--- src/rtl/rv32i_types.sv ---
// -----------------------------------------------------------------------------
// rv32i_types
//   Shared types and constants for the pipelined I-cache back end.
//
//   SETS       number of direct-mapped sets (power of 2, >= 2). It lives here
//              rather than on the top module because every stage struct below
//              is sized from it.
//   SET_W      set index width, $clog2(SETS)
//   TAG_W      tag width, 32 - OFFSET_W - SET_W
//   LINE_W     cache line width in bits (256)
//   OFFSET_W   byte offset width within a line (5)
//   WORD_SEL_W word index width within a line (3)
//
//   allocate_stage_t  : payload handed over by the allocate stage
//   writeback_stage_t : contents of the writeback pipeline register (wb_q)
//   fill_buf_t        : one-entry buffer holding the most recently filled line
// -----------------------------------------------------------------------------
package rv32i_types;

  localparam int SETS       = 16;
  localparam int LINE_W     = 256;
  localparam int OFFSET_W   = 5;
  localparam int WORD_SEL_W = 3;
  localparam int WORD_W     = 32;
  localparam int SET_W      = $clog2(SETS);
  localparam int TAG_W      = 32 - OFFSET_W - SET_W;

  typedef struct packed {
    logic                valid;
    logic [LINE_W-1:0]   rdata;
    logic                cache_hit;
    logic [OFFSET_W-1:0] offset;
    logic [SET_W-1:0]    set;
    logic [TAG_W-1:0]    tag;
  } allocate_stage_t;

  typedef struct packed {
    logic                valid;
    logic [LINE_W-1:0]   rdata;
    logic                cache_hit;
    logic [OFFSET_W-1:0] offset;
    logic [SET_W-1:0]    set;
    logic [TAG_W-1:0]    tag;
  } writeback_stage_t;

  typedef struct packed {
    logic              valid;
    logic [TAG_W-1:0]  tag;
    logic [SET_W-1:0]  set;
    logic [LINE_W-1:0] data;
  } fill_buf_t;

  // Builds the next wb_q contents. The payload is always taken as-is; only
  // the valid bit decides whether the slot holds a live instruction.
  function automatic writeback_stage_t wb_from_alloc(input allocate_stage_t a,
                                                     input logic            live);
    writeback_stage_t w;
    w.valid     = live;
    w.rdata     = a.rdata;
    w.cache_hit = a.cache_hit;
    w.offset    = a.offset;
    w.set       = a.set;
    w.tag       = a.tag;
    return w;
  endfunction

  // True when a probe addresses the same line as a stored {tag,set} pair.
  function automatic logic line_match(input logic [TAG_W-1:0] probe_tag,
                                      input logic [SET_W-1:0] probe_set,
                                      input logic [TAG_W-1:0] line_tag,
                                      input logic [SET_W-1:0] line_set);
    return {probe_tag, probe_set} == {line_tag, line_set};
  endfunction

endpackage

--- src/rtl/icache_word_sel.sv ---
// -----------------------------------------------------------------------------
// icache_word_sel
//   Combinational 256->32 mux: picks the 32-bit instruction word addressed by
//   the word index (byte offset bits [4:2]) out of a cache line.
//
//   i_line     in   LINE_W      cache line
//   i_word_idx in   WORD_SEL_W  word index within the line
//   o_word     out  WORD_W      selected word
// -----------------------------------------------------------------------------
module icache_word_sel
  import rv32i_types::*;
(
  input  logic [LINE_W-1:0]     i_line,
  input  logic [WORD_SEL_W-1:0] i_word_idx,
  output logic [WORD_W-1:0]     o_word
);

  localparam int WORDS = LINE_W / WORD_W;

  // NOTE: o_word gets a default before the loop so every path assigns it and
  // no latch is inferred.
  always_comb begin
    o_word = '0;
    for (int k = 0; k < WORDS; k++) begin
      if (i_word_idx == k[WORD_SEL_W-1:0]) begin
        o_word = i_line[k*WORD_W +: WORD_W];
      end
    end
  end

endmodule

--- src/rtl/icache_writeback_stage.sv ---
// -----------------------------------------------------------------------------
// icache_writeback_stage
//   Final stage of the pipelined I-cache, directly after the allocate stage.
//   - Registers the allocate payload (wb_q) and returns the addressed 32-bit
//     instruction word to fetch one cycle after allocate presents it.
//   - On a miss, drives a one-cycle write of the refilled line into the
//     tag/data/valid arrays.
//   - Optionally keeps a one-entry fill buffer so hit_check can pick up a
//     just-filled line before the arrays reflect it.
//
// Configuration macro: ICACHE_WB_FWD_EN
//   defined   : fill buffer and forwarding logic present.
//   undefined : no fill buffer; o_fwd_hit and o_fwd_rdata are tied to 0 and
//               hit_check must stall on a set match instead.
//
// Ports
//   i_clk          in   1        clock
//   i_rst          in   1        synchronous active-high reset
//   i_allocate     in   struct   payload from the allocate stage
//   i_read_stall   in   1        allocate stage stalled; insert a bubble
//   i_flush        in   1        fetch redirect; kill the instruction here
//   i_probe_tag    in   TAG_W    tag being checked in hit_check
//   i_probe_set    in   SET_W    set being checked in hit_check
//   o_ufp_rdata    out  32       instruction word to fetch
//   o_ufp_resp     out  1        o_ufp_rdata valid this cycle
//   o_arr_we       out  1        write strobe to tag, data and valid arrays
//   o_arr_set      out  SET_W    array write index
//   o_arr_tag      out  TAG_W    tag write data
//   o_arr_data     out  LINE_W   line write data
//   o_fwd_hit      out  1        probe matches an in-flight or buffered line
//   o_fwd_rdata    out  LINE_W   forwarded line
// -----------------------------------------------------------------------------
module icache_writeback_stage
  import rv32i_types::*;
(
  input  logic               i_clk,
  input  logic               i_rst,
  input  allocate_stage_t    i_allocate,
  input  logic               i_read_stall,
  input  logic               i_flush,
  input  logic [TAG_W-1:0]   i_probe_tag,
  input  logic [SET_W-1:0]   i_probe_set,
  output logic [WORD_W-1:0]  o_ufp_rdata,
  output logic               o_ufp_resp,
  output logic               o_arr_we,
  output logic [SET_W-1:0]   o_arr_set,
  output logic [TAG_W-1:0]   o_arr_tag,
  output logic [LINE_W-1:0]  o_arr_data,
  output logic               o_fwd_hit,
  output logic [LINE_W-1:0]  o_fwd_rdata
);

  writeback_stage_t r_wb_q;
  writeback_stage_t w_wb_d;
  logic             w_commit;

  // ---------------------------------------------------------------------------
  // Pipeline register. A stall lets the payload through as a bubble (the
  // allocate stage re-presents the op on release); a flush kills whatever
  // would have been captured, so it wins over a simultaneous capture.
  // ---------------------------------------------------------------------------
  always_comb begin
    w_wb_d = wb_from_alloc(i_allocate,
                           i_allocate.valid & ~i_read_stall & ~i_flush);
  end

  // NOTE: state registers use non-blocking assignments so every flop samples
  // the pre-edge value of its inputs regardless of block ordering.
  always_ff @(posedge i_clk) begin
    if (i_rst) begin
      r_wb_q <= '0;
    end else begin
      r_wb_q <= w_wb_d;
    end
  end

  // ---------------------------------------------------------------------------
  // Response to fetch. A flush kills the response in the same cycle.
  // ---------------------------------------------------------------------------
  assign o_ufp_resp = r_wb_q.valid & ~i_flush;

  icache_word_sel u_word_sel (
    .i_line     (r_wb_q.rdata),
    .i_word_idx (r_wb_q.offset[OFFSET_W-1:2]),
    .o_word     (o_ufp_rdata)
  );

  // Byte-within-word bits are irrelevant for a 32-bit instruction fetch.
  logic w_unused_offset_lsbs;
  assign w_unused_offset_lsbs = ^r_wb_q.offset[1:0];

  // ---------------------------------------------------------------------------
  // Array commit: one write per missed op. A flush does not block it since the
  // refilled line is valid memory data whatever fetch does next. Reset does
  // block it: the in-flight op is discarded and re-requested after reset.
  // ---------------------------------------------------------------------------
  assign w_commit   = r_wb_q.valid & ~r_wb_q.cache_hit;
  assign o_arr_we   = w_commit & ~i_rst;
  assign o_arr_set  = r_wb_q.set;
  assign o_arr_tag  = r_wb_q.tag;
  assign o_arr_data = r_wb_q.rdata;

`ifdef ICACHE_WB_FWD_EN
  // ---------------------------------------------------------------------------
  // Fill buffer: remembers the last committed line until the next miss
  // replaces it. No aging; a later miss to the same set simply overwrites it.
  // ---------------------------------------------------------------------------
  fill_buf_t r_fb;
  logic      w_match_a;
  logic      w_match_b;

  always_ff @(posedge i_clk) begin
    if (i_rst) begin
      r_fb <= '0;
    end else if (w_commit) begin
      r_fb.valid <= 1'b1;
      r_fb.tag   <= r_wb_q.tag;
      r_fb.set   <= r_wb_q.set;
      r_fb.data  <= r_wb_q.rdata;
    end
  end

  // Match A covers a probe to the line being committed this very cycle, so
  // hit_check needs no bubble. It is the newer data and takes priority.
  assign w_match_a   = w_commit & line_match(i_probe_tag, i_probe_set,
                                             r_wb_q.tag, r_wb_q.set);
  assign w_match_b   = r_fb.valid & line_match(i_probe_tag, i_probe_set,
                                               r_fb.tag, r_fb.set);
  assign o_fwd_hit   = w_match_a | w_match_b;
  assign o_fwd_rdata = w_match_a ? r_wb_q.rdata : r_fb.data;
`else
  // Forwarding absent: hit_check stalls on a set match instead.
  logic w_unused_probe;
  assign w_unused_probe = ^{i_probe_tag, i_probe_set};
  assign o_fwd_hit      = 1'b0;
  assign o_fwd_rdata    = '0;
`endif

endmodule

--- config.mk ---
export PLATFORM = sky130hd
export DESIGN_NAME = icache_writeback_stage
export DESIGN_NICKNAME = d
export VERILOG_FILES = /design/src/rtl/rv32i_types.sv /design/src/rtl/icache_word_sel.sv /design/src/rtl/icache_writeback_stage.sv
export SDC_FILE = /design/constraint.sdc
export NUM_CORES = 1
export LEC_CHECK = 0
export CAP_MARGIN = 20
export CORE_AREA = 2 2 352 354
export CTS_CLUSTER_DIAMETER = 100
export DETAILED_ROUTE_END_ITERATION = 16
export DIE_AREA = 0 0 354 356
export SYNTH_ARGS = -nofsm -noshare
export SYNTH_HDL_FRONTEND = slang
export SYNTH_SLANG_ARGS = --single-unit
--- constraint.sdc ---
create_clock -name i_clk -period 3.6 [get_ports i_clk]
set_input_delay 0.54 -clock i_clk [delete_from_list [all_inputs] [get_ports i_clk]]
set_output_delay 0.54 -clock i_clk [all_outputs]
set_load 0.03 [all_outputs]
==> flow_metrics.tcl <==
set metrics [dict create \
    status "complete, no violations" \
    cts_tree "built" \
    final-hold-violation-count 0 \
    arrival_ns 2.97 \
    drt_iter0_drc 452 \
    synthArstFlopShare_pct 0 \
    grt_pass1_wl_mm 77.1 \
    clock-root-buffer "clkbuf_16" \
    place_inst 3438 \
    firstDrtPassIters 6 \
    rsz0062_at_grt "no" \
    regArea_sq_mm 0.00578 \
    multiInputGateArea_sq_mm 0.00515 \
    pwr-share-comb_pct 23.7 \
    synthTopCellsByArea "dfxtp_1 40%, buf_4 28%, nor2b_1 13%" \
    grt_pass1_vias 9695 \
    clk_pin_slew_worst_paths_ns 0.06 \
    synth_ff_type "dfxtp_1" \
    power.internal_w 0.00648 \
    num_vias 10000 \
    p_switching_w 0.00296 \
    synth_edf_count 0 \
    clockPowerShare_pct 39.1 \
    drc 0 \
    max_freq_ghz 0.285 \
    ant_nets 0 \
    drive_above_1_share_pct 7.88 \
    cp-start-kind "flop" \
    yosys.cell_types.count 28 \
    gp_congestion 0.812 \
    htreeDepth 2 \
    via_per_inst 2.86 \
    io_pins 895 \
    nNetsFinal 2164 \
    track_usage_pct 8.81 \
    final_cell_mix "581 x clkdlybuf4s50_1, 288 x nor2b_1, 285 x dfxtp_1" \
    cts_hold_buf 0 \
    static-leakage-power_nw 7.72 \
    initial_core_util_pct 11.7 \
    max_cap_violations 0 \
    powerDensity_mw_per_mm2 453 \
    coreArea_sq_mm 0.123 \
    clockBufferDepth 3 \
    slew_viol_final 0 \
    setup_viol 0 \
    syn-instance-count 1524 \
    fin_crit_sh_pct 97.6 \
    fin_setup_tns_ns 0 \
    required_ns 3.06 \
    area_growth_pct 44.7 \
    port_buffers 608 \
    hp-class "input port to flop" \
    rows 129 \
    die_h_um 356 \
    n_fill_cell 13600 \
    cts_made_buffers 36 \
    die_area_sq_mm 0.126 \
    grt_max_degree 139 \
    switching_share_pct 31.3 \
    antenna_found_initial 7 \
    routedWlPerCell_um 16.8 \
    layout_commonest_cell "clkdlybuf4s50_1" \
    synth_area_leader_cell "dfxtp_1" \
    seqPwrFrac_pct 37.2 \
    synth-seq-area-share_pct 40.1 \
    relSlewSlack_pct 47.2 \
    cts.sinks 288 \
    worst_pin_slew_ns 0.793 \
    fin_crit_ns 3.51 \
    crit_type "flop to primary output" \
    fp.dieW_um 354 \
    ir_worst_vdd_mv 0.348 \
    cp-end-kind "primary output" \
    dp_hpwl_mm 47.9 \
    netlist_area_sq_mm 0.0144 \
    cp_max_fo 32 \
    ys.warnings.count 0 \
    postSynthAreaPerCell_sq_um 9.43 \
    grt_overflow_total 0 \
    fin_cells 3508 \
    drt-total-wl_mm 59.0 \
    synth_top_area_share_pct 40.1 \
    synth_seq_cells 288 \
]
layer usage:
layer  vias up  part of all wire, %  track usage, %
met5         -                 0.11               0
met2       520                   46            14.3
li1       4750                    -               -
met1      4662                   42            10.6
met4        10                  2.5            2.67
met3        74                  9.4            3.57
state kept, by name, summed over array words and instances (netlist names):
signal,count
r_wb_q,5
o_arr_data,256
o_arr_tag,23
o_arr_set,4
critical path, stage by stage, from the launching register on:
cell             delay (ns)
dfxtp_4                0.62
buf_6                  0.37
o211ai_1               0.14
o211ai_1               0.36
o21ai_0                0.20
clkdlybuf4s50_1        0.67
cell usage after synthesis (8+ instances only):
cell type  instances
or2_0             24
nor2b_1          290
buf_2             17
a22oi_1           27
mux2i_1           65
a221oi_2          20
clkbuf_1          42
nor2_1             9
a21oi_1           55
o211ai_1           8
nand2_1           63
buf_4            544
o31a_1            27
dfxtp_1          288
o21ai_0           12
logic make-up after synthesis:
family	after synthesis	share of synthesized area, %
compound gates	157	8.36
buf+inv	619	30.9
flops	288	40.1
mux	66	4.68
other cells	1	0.0261
simple gates	393	15.9
final timing paths:
kind / from / end / slack (ns) / cells after the start
max: r_wb_q[29] / o_ufp_rdata[25] / 0.09 / 5
min: i_rst / o_arr_tag[10] / 0.34 / 2
layout make-up:
type                    count  share of cell area, %
repair buffers            643                   31.9
flip-flops and latches    288                   27.8
multi-input cells         873                   24.7
well taps                1637                   9.84
clock buffers              49                   4.91
clock inverters            12                  0.728
diodes                      5                 0.0601
inverters                   1                 0.0180
metrics by stage:
| step | power [W] | setup WS, ns | utilization [%] | area [sq um] | hold WS, ns |
|---|---|---|---|---|---|
| final | 0.00943 | 0.0873 | 17.0 | 20800 | 0.343 |
| after detailed placement | 0.00584 | 0.588 | 16.0 | 19600 | 0.910 |
| after global placement | 0.00584 | 0.565 | 16.0 | 19600 | 0.905 |
| after floorplan | 0.00514 | 1.37 | - | 15300 | 0.617 |
| after CTS | 0.00965 | 0.0610 | 17.0 | 20800 | 0.272 |
| after global routing | 0.00983 | 0.00790 | 17.0 | 20800 | 0.306 |
power groups by stage:
stage	Clock, W	Combinational, W	Sequential (W)
2_1_floorplan	0	0.00164	0.00350
3_3_place_gp	0	0.00227	0.00358
3_5_place_dp	0	0.00226	0.00358
4_1_cts	0.00386	0.00228	0.00351
5_1_grt	0.00394	0.00237	0.00352
6_report	0.00369	0.00224	0.00351
timing repair:
| action | 4_1_cts | 5_1_grt |
|---|---|---|
| gates resized for setup | 1 | 0 |
| buffers inserted | 4 | 0 |
| endpoints found under the setup margin | 1 | 0 |
No activity file was read; power rests on OpenSTA's default activity.
